[src/rtl/drv_segment_scan.sv]
// -----------------------------------------------------------------------------
// drv_segment_scan
//
// Time-multiplexed scan driver for a common-anode BCD 7-segment display.
// Each digit owns a slot of DIV clock cycles. The first DEAD cycles of a slot
// are dark, to keep the previous digit from ghosting into the new one. The
// remaining cycles light the digit unless it is blank. Display data comes
// from shadow registers that are loaded by a single-cycle strobe.
//
// Optional feature:
//   DRV_SEGMENT_SCAN_LZB_EN - when defined, digits above the most significant
//                             nonzero nibble are blanked. Digit 0 is always
//                             shown.
//
// Parameters:
//   DIGITS - number of multiplexed digits (1..8)
//   DIV    - clock cycles per digit slot (>= 2)
//   DEAD   - dark cycles at the start of each slot (0 <= DEAD < DIV)
//
// Ports:
//   i_clk    - clock, rising edge
//   i_rst_n  - asynchronous active-low reset
//   i_val    - packed BCD values, nibble k drives digit k
//   i_load   - strobe that captures i_val / i_blank into the shadow registers
//   i_blank  - per-digit forced blank
//   o_val    - nibble for the downstream decoder; 4'hF means blank
//   o_anode  - active-low digit enables, at most one bit low
//   o_idx    - index of the digit currently being scanned
// -----------------------------------------------------------------------------
module drv_segment_scan #(
   parameter int DIGITS = 8,
   parameter int DIV    = 100000,
   parameter int DEAD   = 16
) (
   input  logic                  i_clk,
   input  logic                  i_rst_n,
   input  logic [4*DIGITS-1:0]   i_val,
   input  logic                  i_load,
   input  logic [DIGITS-1:0]     i_blank,
   output logic [3:0]            o_val,
   output logic [DIGITS-1:0]     o_anode,
   output logic [2:0]            o_idx
);

   localparam int CNT_W = (DIV > 2) ? $clog2(DIV) : 1;

   typedef enum logic {
      ST_DARK,
      ST_LIT
   } state_t;

   // With no dead time the slot opens lit.
   localparam state_t START_STATE = (DEAD > 0) ? ST_DARK : ST_LIT;

   logic [CNT_W-1:0]      cnt;
   logic [CNT_W-1:0]      cnt_next;
   logic                  cnt_last;
   logic [2:0]            idx;
   logic [2:0]            idx_next;
   logic                  lit_next;
   state_t                state;

   logic [4*DIGITS-1:0]   sh_val;
   logic [DIGITS-1:0]     sh_blk;

   // Shadow data padded to eight digits so it can be indexed by the 3-bit
   // digit index for any DIGITS. Padding digits are zero-valued and blank.
   logic [31:0]           val_pad;
   logic [7:0]            blk_pad;
   logic [7:0]            digit_blank;
   logic [3:0]            nib;
   logic [3:0]            cur_nib;
   logic [7:0]            sel_onehot;
`ifdef DRV_SEGMENT_SCAN_LZB_EN
   logic                  higher_zero;
`endif

   // ---------------------------------------------------------------------------
   // Slot timing
   // ---------------------------------------------------------------------------
   assign cnt_last = (cnt == CNT_W'(DIV - 1));
   assign cnt_next = cnt_last ? '0 : cnt + CNT_W'(1);
   assign idx_next = !cnt_last ? idx :
                     (idx == 3'(DIGITS - 1)) ? 3'd0 : idx + 3'd1;
   // Signed compare keeps DEAD = 0 well defined: the slot is then always lit.
   assign lit_next = (int'(cnt_next) >= DEAD);

   // ---------------------------------------------------------------------------
   // Per-digit blanking
   // ---------------------------------------------------------------------------
   always_comb begin
      // NOTE: every variable gets a default before any conditional or loop
      // assignment, so no latch is inferred; blocking '=' is correct here
      // because later lines read the values computed by earlier ones.
      val_pad                   = '0;
      val_pad[4*DIGITS-1:0]     = sh_val;
      blk_pad                   = '1;
      blk_pad[DIGITS-1:0]       = sh_blk;
      digit_blank               = '1;
      nib                       = 4'd0;
`ifdef DRV_SEGMENT_SCAN_LZB_EN
      higher_zero               = 1'b1;
`endif
      // Walk from the top digit down so leading-zero state accumulates.
      for (int k = 7; k >= 0; k--) begin
         nib = val_pad[4*k +: 4];
`ifdef DRV_SEGMENT_SCAN_LZB_EN
         higher_zero    = higher_zero && (nib == 4'd0);
         digit_blank[k] = blk_pad[k] || (nib > 4'd9) || (higher_zero && (k != 0));
`else
         digit_blank[k] = blk_pad[k] || (nib > 4'd9);
`endif
      end
   end

   assign cur_nib    = val_pad[{idx, 2'b00} +: 4];
   assign sel_onehot = 8'b1 << idx;

   // ---------------------------------------------------------------------------
   // Scan FSM, shadow registers and registered outputs
   // ---------------------------------------------------------------------------
   always_ff @(posedge i_clk or negedge i_rst_n) begin
      if (!i_rst_n) begin
         cnt     <= '0;
         idx     <= 3'd0;
         state   <= START_STATE;
         sh_val  <= '0;
         // Shadow blank resets to all ones: nothing lights until first load.
         sh_blk  <= '1;
         o_anode <= '1;
         o_val   <= 4'hF;
         o_idx   <= 3'd0;
      end else begin
         // NOTE: sequential state uses non-blocking '<=' so every register
         // samples the pre-edge values, independent of statement order.
         cnt   <= cnt_next;
         idx   <= idx_next;
         state <= lit_next ? ST_LIT : ST_DARK;

         if (i_load) begin
            sh_val <= i_val;
            sh_blk <= i_blank;
         end

         // Outputs reflect the current (pre-edge) slot state: 1-cycle latency.
         if ((state == ST_LIT) && !digit_blank[idx]) begin
            o_anode <= ~sel_onehot[DIGITS-1:0];
            o_val   <= cur_nib;
         end else begin
            o_anode <= '1;
            o_val   <= 4'hF;
         end
         o_idx <= idx;
      end
   end

endmodule

[config.mk]
export PLATFORM = sky130hd
export DESIGN_NAME = drv_segment_scan
export DESIGN_NICKNAME = d
export VERILOG_FILES = /design/src/rtl/drv_segment_scan.sv
export SDC_FILE = /design/constraint.sdc
export NUM_CORES = 1
export LEC_CHECK = 0
export CORE_UTILIZATION = 43
export DETAILED_ROUTE_END_ITERATION = 10
export PLACE_DENSITY_LB_ADDON = 0.08
export SLEW_MARGIN = 20
export SYNTH_ARGS = -nofsm -noshare
export SYNTH_HDL_FRONTEND = slang
export SYNTH_SLANG_ARGS = --single-unit
[constraint.sdc]
create_clock -name i_clk -period 2.55 [get_ports i_clk]
set_clock_uncertainty 0.05 [all_clocks]
set_input_delay 0.765 -clock i_clk [delete_from_list [all_inputs] [get_ports i_clk]]
set_output_delay 0.765 -clock i_clk [all_outputs]
set_load 0.01 [all_outputs]
==> flow_metrics.py, run 1 <==
metrics = {
    "clocking": {
        "post_cts_resized": 0,
        "path_clk_slew_ns": 0.08,
        "cts_tree": "yes",
        "root_buffer": "clkbuf_8",
        "cts_buffers": 9,
        "clockBufferDepth": 2,
        "h-tree-depth": 3,
        "post_cts_buffers": 0,
        "insertion_delay_ns": 0.34,
        "cts.sinks": 76,
        "holdBufCountCts": 0,
    },
    "synthesis": {
        "synth_cell_types": 41,
        "synth-compound-area-share": 0.06966,
        "synthAdderAreaFrac": 0.02475,
        "synth_cells": 287,
        "synth_seq_cells": 76,
        "ys_seq_area_frac": 0.5446,
        "async_flop_share": 1.000,
        "synth_ff_type": "dfrtp_1",
        "synth_enable_flop_cells": 0,
        "synth_top_family_by_area": "multiplexers",
        "synth.area.mux_share": 0.1775,
        "syn_avg_cell_area_um2": 12.33,
        "synth_fp_nets": 337,
        "yosysWarnings": 0,
        "yosys.area_share.simple": 0.1128,
        "synth-xor-area-share": 0.04208,
        "synth_area_mm2": 0.003538,
    },
    "critical_path": {
        "end_kind": "primary output",
        "path_class": "reg -> out",
        "cp_cell_sequence": "clkdlybuf4s50_1",
        "r2r-end": "o_anode[1]",
        "required_ns": 1.74,
        "worst-path-buf-inv": 1,
        "slowest_stage": "clkdlybuf4s50_1",
        "start_kind": "flop",
        "cpPeakStageDelay_ns": 0.54,
        "regToRegSetupSlack_ns": 0.39,
        "worstPathMaxFanout": 1,
        "path_delay_family": "buffers and inverters",
        "r2r_cells": 5,
        "cp.arrival_ns": 1.41,
        "timing.rr.start": "idx[1]",
    },
    "sta": {
        "hold_violations": 0,
        "tightest_slew_ns": 0.7047,
        "drv_slew": 0,
        "period_needed_ns": 2.223,
        "max_freq_ghz": 0.4499,
        "fin_ws_ns": 0.3274,
        "rsz0062_at_grt": "false",
        "setup_tns_ns": 0,
        "setup_viol": 0,
        "period_share": 0.8716,
        "maxSlewHeadroom": 0.5302,
    },
    "routing": {
        "wl_per_cell_um": 15.32,
        "met2_length_um": 3034,
        "wl_met3_um": 316,
        "drtAntennaViolNets": 0,
        "routed_via_density": 5.155,
        "routed.top_layer": "met4",
        "met1_length_um": 3526,
        "initialDrtViolationCount": 147,
        "post-route-drc-count": 0,
        "drt_pass1_iterations": 4,
        "drt_wl_total_um": 6942,
        "dr_total_vias": 2335,
    },
    "pwr": {
        "p_sw_w": 0.0005783,
        "combPwrFrac": 0.098,
        "power.total_w": 0.002607,
        "peakVddDrop_uv": 266.0,
        "p_int_w": 0.002029,
        "p_sw_frac": 0.2218,
        "p_per_area_mw_per_mm2": 584.3,
        "clock_power_share": 0.389,
        "p_seq_frac": 0.513,
        "leakage_nw": 1.772,
    },
    "global_route": {
        "grt_pass1_wl_um": 11930,
        "grt_max_degree": 43,
        "grtUsageTotal": 0.1839,
        "grt_pass1_vias": 2374,
        "antenna_found_initial": 0,
        "grt-ovfl-total": 0,
    },
    "placed_design": {
        "gp_congestion": 0.8497,
        "dp_cells": 437,
        "hpwl_um": 5090,
        "portBuffers": 57,
        "pre_cts_ws_ns": 0.3452,
    },
    "floorplan": {
        "fp.dieW_um": 92.71,
        "rows": 32,
        "coreArea_mm2": 0.007848,
        "dieArea_mm2": 0.008595,
        "die_y_um": 92.71,
        "initial_core_util": 0.4509,
        "num_io_pins": 58,
    },
    "run": {
        "drv_cap": 0,
    },
    "cells_and_area": {
        "fillers": 694,
        "final-instance-count-excl-fill": 453,
        "diodes": 0,
        "nets": 396,
        "drive_gt1_frac": 0.2849,
        "area_growth_pct": 26.10,
    },
    "hold_path": {
        "hold_class": "in -> async",
    },
    "status": {
        "status": "finished, final reports clean",
    },
}
## cells in the mapped netlist, drive strengths merged (2+ instances only)
cell      n  area share
clkbuf    8      0.0085
and2      3      0.0053
a32oi     2      0.0050
mux4      8       0.051
dfrtp    56        0.40
mux2     38        0.12
ha        7       0.025
or3       3      0.0053
a2111oi   3      0.0074
a21oi     3      0.0042
buf       9       0.013
a211o     3      0.0078
xor2      4      0.0099
o21ai    18       0.025
nor3      4      0.0085
a221oi    2      0.0050
and4      2      0.0053
dfstp    20        0.15
a31oi     2      0.0035
nand3     7      0.0099
xnor2    13       0.032
nand4     7       0.017
nor2     23       0.024
nor2b     2      0.0035
nand2    20       0.021
and3      2      0.0035
mux2i     2      0.0057
inv       7      0.0074
## final cells by class
| cell class | count | area, um^2 | share of cell area |
|---|---|---|---|
| repair buffers | 65 | 645.6 | 0.1447 |
| inverters | 7 | 26.28 | 0.005889 |
| well taps | 102 | 127.6 | 0.02860 |
| clock buffers | 10 | 137.6 | 0.03085 |
| flip-flops and latches | 76 | 1927 | 0.4319 |
| multi-input cells | 187 | 1510 | 0.3385 |
| clock inverters | 6 | 87.58 | 0.01963 |
## cells in the final DEF (no fill, tap or decap), drive strengths merged, types with 2 or more instances in the layout
cell and count:
mux2i 2, and4 2, a21oi 3, a31oi 2, mux4 8, xor2 4, inv 7, mux2 38
nor3 4, or3 3, nor2 23, nor2b 2, dfstp 20, and2 3, nand4 7, nand3 7
clkbuf 10, a32oi 2, bufinv 2, buf 10, clkinvlp 3, nand2 20, clkdlybuf4s50 55, o21ai 18
a211o 3, and3 2, a221oi 2, xnor2 13, ha 7, dfrtp 56, a2111oi 3
## metrics by stage
| step | instance area [um^2] | util | hold slack [ns] |
|---|---|---|---|
| final | 4462 | 0.5686 | 0.3043 |
| after global routing | 4462 | 0.5686 | 0.3242 |
| after CTS | 4462 | 0.5686 | 0.3096 |
| after detailed placement | 4237 | 0.5399 | 0.4239 |
| after global placement | 4237 | 0.5399 | 0.4083 |
| after floorplan | 3538 | - | 0.3281 |
## per-layer routing
layer,GRT usage,vias to the layer above
met5,0,-
met4,0.06154,0
met3,0.04023,4
met2,0.2636,58
met1,0.2763,1136
li1,-,1137
## kinds of logic (layout without fill, tap and decap cells)
family / Yosys count / after routing
AND/OR/NAND/NOR: 77 / 77
flip-flops: 76 / 76
multiplexers: 48 / 48
AO/OA/AOI/OAI: 38 / 38
buffers and inverters: 24 / 88
XOR/XNOR: 17 / 17
adder cells (fa/ha/maj): 7 / 7
## power groups by stage
stage / combinational (W) / sequential [W] / clock, W
4_1_cts: 0.000261 / 0.00134 / 0.00103
3_3_place_gp: 0.000256 / 0.00136 / 0
2_1_floorplan: 0.000122 / 0.00135 / 0
5_1_grt: 0.000283 / 0.00135 / 0.00109
3_5_place_dp: 0.000260 / 0.00136 / 0
6_report: 0.000255 / 0.00134 / 0.00101
## sequential cells by signal, summed over array words and instances (netlist names)
name and cells:
cnt 17, o_idx 3, state 1, o_anode 8, o_val 4, blk_pad 8, sh_val 32, idx 3
## worst max-delay path by stage
stage	startpoint	endpoint	slack, ns	cells past startpoint
6_report	o_val[2]	o_val[2]	0.33	1
5_1_grt	idx[1]	o_anode[2]	0.14	5
4_1_cts	idx[1]	o_anode[1]	0.30	5
3_5_place_dp	idx[1]	o_anode[2]	0.35	5
3_3_place_gp	idx[1]	o_anode[0]	0.43	5
2_1_floorplan	cnt[0]	state	0.63	6
Note: power is estimated with default switching activity, not from simulation.
==> inputs of run 2 (changes only) <==
Settings changed: PLACE_DENSITY set to 0.67, PLACE_DENSITY_LB_ADDON 0.08 to unset.
==> run 2 against run 1 <==
  * Setup slack improved by 0.012 ns
  * First-iteration DRC count shrank 37%
  * Final area fell by 1.6%
  * Highest routed layer unchanged
  * Worst hold slack improved by 0.099 ns
  * Combinational power is essentially flat
  * Count of clock-buffer cells in the layout is 1 higher
  * Die area stayed put
  * Wire length is 5.8% lower
  * Largest cell class unchanged
==> flow_metrics.py, run 2 (same netlist as run 1, synthesis figures left out) <==
metrics = {
    "clocking": {
        "h-tree-depth": 3,
        "cts.sinks": 76,
        "insertion_delay_ns": 0.34,
        "cts_tree": "yes",
        "path_clk_slew_ns": 0.08,
        "holdBufCountCts": 0,
        "cts_buffers": 9,
        "clockBufferDepth": 2,
        "post_cts_resized": 0,
        "post_cts_buffers": 0,
        "root_buffer": "clkbuf_8",
    },
    "global_route": {
        "grt_pass1_vias": 2293,
        "grt_pass1_wl_um": 11570,
        "grt_max_degree": 77,
        "grtUsageTotal": 0.1747,
        "antenna_found_initial": 0,
        "grt-ovfl-total": 0,
    },
    "critical_path": {
        "start_kind": "flop",
        "end_kind": "primary output",
        "cpPeakStageDelay_ns": 0.53,
        "cp.arrival_ns": 1.40,
        "worst-path-buf-inv": 1,
        "slowest_stage": "dfstp_2",
        "required_ns": 1.74,
        "path_class": "reg -> out",
        "cp_cell_sequence": "clkdlybuf4s50_1",
        "worstPathMaxFanout": 1,
        "path_delay_family": "flip-flops",
    },
    "cells_and_area": {
        "nets": 394,
        "diodes": 0,
        "fin_util": 0.5595,
        "top_register": "sh_val",
        "area_growth_pct": 24.08,
        "final_common_cell": "dfrtp_1",
        "final_cell_area_mm2": 0.004390,
        "drive_gt1_frac": 0.2751,
        "mostFrequentLayoutCells": "56 x dfrtp_1, 55 x clkdlybuf4s50_1, 38 x mux2_2",
        "fillers": 692,
        "largest_reg_flops": 32,
        "top_regs": "sh_val x32, cnt x17",
    },
    "placed_design": {
        "hpwl_um": 4692,
        "dpl_cell_area_mm2": 0.004222,
        "portBuffers": 57,
        "gp_congestion": 0.8626,
    },
    "sta": {
        "period_share": 0.8667,
        "setup_tns_ns": 0,
        "hold_violations": 0,
        "rsz0062_at_grt": "false",
        "drv_slew": 0,
        "whs_ns": 0.4029,
        "maxSlewHeadroom": 0.5424,
        "period_needed_ns": 2.210,
        "max_freq_ghz": 0.4524,
        "tightest_slew_ns": 0.6864,
        "setup_viol": 0,
    },
    "pwr": {
        "power.total_w": 0.002385,
        "peakVddDrop_uv": 324.9,
        "p_per_area_mw_per_mm2": 543.2,
        "leakage_nw": 1.737,
    },
    "floorplan": {
        "die_y_um": 92.71,
        "num_io_pins": 58,
        "coreArea_mm2": 0.007848,
        "fp.dieW_um": 92.71,
        "rows": 32,
        "initial_core_util": 0.4509,
        "dieArea_mm2": 0.008595,
    },
    "routing": {
        "drt_wl_total_um": 6537,
        "drtAntennaViolNets": 0,
        "routed_via_density": 5.182,
        "dr_total_vias": 2337,
        "initialDrtViolationCount": 92,
        "post-route-drc-count": 0,
        "drt_pass1_iterations": 4,
        "routed.top_layer": "met4",
        "wl_met3_um": 240,
        "met2_length_um": 2918,
        "met1_length_um": 3283,
        "wl_per_cell_um": 14.49,
    },
    "hold_path": {
        "hold_class": "in -> async",
    },
    "status": {
        "status": "finished, final reports clean",
    },
    "run": {
        "drv_cap": 0,
    },
}
[run 2: cell count changes in the layout (fill, tap and decap cells not counted)]
| cell | change |
|---|---|
| buf_4 | -2 |
| bufinv_16 | -2 |
| clkbuf_1 | +2 |
| clkbuf_8 | -1 |
| clkinv_4 | +1 |
| clkinvlp_4 | -1 |
| inv_6 | +1 |
[run 2: through the flow]
stage / instances / setup slack [ns]
final: 451 / 0.3398
after global routing: 451 / 0.2830
after global placement: 435 / 0.5486
after detailed placement: 435 / 0.4993
after floorplan: 287 / 0.6277
after CTS: 451 / 0.3188
[run 2: routing by layer]
metal | up-vias | GRT usage
li1 | 1132 | -
met1 | 1136 | 0.2562
met2 | 60 | 0.2574
met3 | 9 | 0.03120
met4 | 0 | 0.06923
met5 | - | 0
[run 2: area by class of cell]
class,count,area [um^2],share of cell area
clock inverter,5,37.54,0.008549
tap,102,127.6,0.02907
clock buffer,11,131.4,0.02992
timing repair buffer,63,630.6,0.1436
multi-input combinational,187,1510,0.3440
sequential,76,1927,0.4389
inverter,7,26.28,0.005985
[run 2: power breakdown]
| part | total (W) | switching (W) | leakage (nW) | internal (W) |
|---|---|---|---|---|
| clock | 0.000794 | 0.000437 | 0.0799 | 0.000357 |
| sequential | 0.00134 | 0.0000440 | 0.900 | 0.00129 |
| combinational | 0.000255 | 0.0000944 | 0.757 | 0.000160 |
[run 2: path summary, 6_finish.rpt]
path	to	slack, ns	start	cells after the start
setup reg to reg	o_val[1]	0.45	idx[1]	5
min in group i_clk	cnt[0]	0.42	cnt[0]	1
hold reg to reg	cnt[0]	0.42	cnt[0]	1
hold / removal	cnt[2]	0.40	i_rst_n	2
setup / recovery	o_val[2]	0.34	o_val[2]	1
max in group asynchronous	blk_pad[4]	1.69	i_rst_n	2
==> inputs of run 3 (changes only) <==
Settings changed: SKIP_CTS_REPAIR_TIMING set to 1.
==> results of run 3 <==
Final layout, timing and power as in run 2 (identical DEF).
==> RTL edit: new RTL, flow settings as in run 3 <==
Build with the macro `DRV_SEGMENT_SCAN_LZB_EN` defined.
--- a/src/rtl/drv_segment_scan.sv
+++ b/src/rtl/drv_segment_scan.sv
@@ -27,6 +27,8 @@
 //   o_anode  - active-low digit enables, at most one bit low
 //   o_idx    - index of the digit currently being scanned
 // -----------------------------------------------------------------------------
+`define DRV_SEGMENT_SCAN_LZB_EN
+
 module drv_segment_scan #(
    parameter int DIGITS = 8,
    parameter int DIV    = 100000,
Behaviour: same outputs for any inputs over 10 cycles, from zero or initial values and one cycle with i_rst_n low; that may be too few to reach the edited logic, so the function may still have changed.
==> RTL edit against run 3 <==
  * Worst hold slack worse by 0.0044 ns
  * First-iteration DRC count rose by 100%
  * Cell count increased by 3.5%
  * Wire length is 17% higher
  * Power up 2.8%
  * Synthesized area up 7.3%
  * Worst setup slack gained 0.013 ns
  * Sequential cell count is the same
  * Non-clock buffer count grew 1
  * Design area rose by 5.7%
  * Largest cell class unchanged
  * Clock power increased by 3.5%
==> RTL edit: results (changes against run 3) <==
Area growth, synth to finish 22.28%; r2r endpoint state$_DFF_PN0_; Post-Synth XOR/XNOR Area 3.461% (-0.75 points); max_slew headroom 57.07% (+2.8 points); diode count 0 (unchanged); fraction of layout cells with a size suffix above 1 28.45% (+0.95 points); CP Launch Point o_anode[5]$_DFF_PN1_; Area contributors post-synth dfrtp_1 (37%), dfstp_2 (14%), mux2_2 (12%); Overall Global Routing Usage 18.84% (+1.4 points); Clk Tree Root Cell clkbuf_8; Final nets 407 (+3.3%); Crit path arrival time 1.38 ns (-0.02 ns); sequential cell area fraction in the yosys report 50.76% (-3.7 points); Cell Count Post-Placement 451 (+3.7%); DR iter-0 viols 184 (+100%); CTS buffer count 9 (unchanged); Min Hold Slack 0.3985 ns (-0.004419 ns); Syn Inst Count 299 (+4.2%); fin cells 467 (+3.5%); Async SR Flop Fraction 100.0% (unchanged); Adder-Cell Fraction of Synth Area 2.307% (-0.17 points); # fillers 700 (+1.2%); Pleak 1.896 nW (+9.1%); multiplexer area fraction after synthesis 17.90% (+0.15 points); Max IR drop VDD 0.2550 mV (-21%); status finished, final reports clean; first-pass GRT wire length 12.86 mm (+11%); placed cell area 4466 um^2 (+5.8%); Final GP Congestion 0.8889 (+3.0%); slowest CP cell clkdlybuf4s50_1; Post-Syn Nets 349 (+3.6%); Detailed Route WL 7.674 mm (+17%); number of global-route vias before repair 2536 (+11%); HPWL after DPL 5.760 mm (+23%); most frequent cells after synthesis dfrtp_1 (56), mux2_2 (40), dfstp_2 (20); post-synthesis compound-gate area fraction 8.108% (+1.1 points); post-route minimum period 2.197 ns (-0.01281 ns); Post-Place Worst Slack 0.4792 ns (-0.02012 ns); largest net degree at the start of global routing 32 (-58%); crit path capture o_anode[5]; Vias 2590 (+11%); synth unique cells 57 (+39%); family with the most delay on the worst path buffers and inverters; Hold WC Path Type primary input to async pin; worst r2r src cnt[2]$_DFF_PN0_
## RTL edit: cell count changes after synthesis, moves of 6 or more
cell / change
nor2_1: -8
mux4_1: +7
buf_2: -7
mux4_2: -8
xnor2_1: -6
or4_1: +7
## RTL edit: area by class of cell
class                           instances  share of cell area (%)
Multi-Input combinational cell        200                   37.63
Timing Repair Buffer                   64                   13.75
Inverter                                6                  0.4852
Tap cell                              105                   2.830
Clock inverter                          6                  0.8356
Clock buffer                           10                   2.965
Sequential cell                        76                   41.51
## RTL edit: per-layer routing
metal	vias up	routed length, um	global-route usage (%)
li1	1235	-	-
met1	1268	3596	26.55
met2	74	3582	27.80
met3	13	327	3.476
met4	0	169	9.453
met5	-	0	0
## RTL edit: report_power, final
part,internal (mW),switching [mW],total [mW]
clock,0.378,0.444,0.822
sequential,1.29,0.0571,1.35
combinational,0.172,0.107,0.280
total,1.84,0.609,2.45
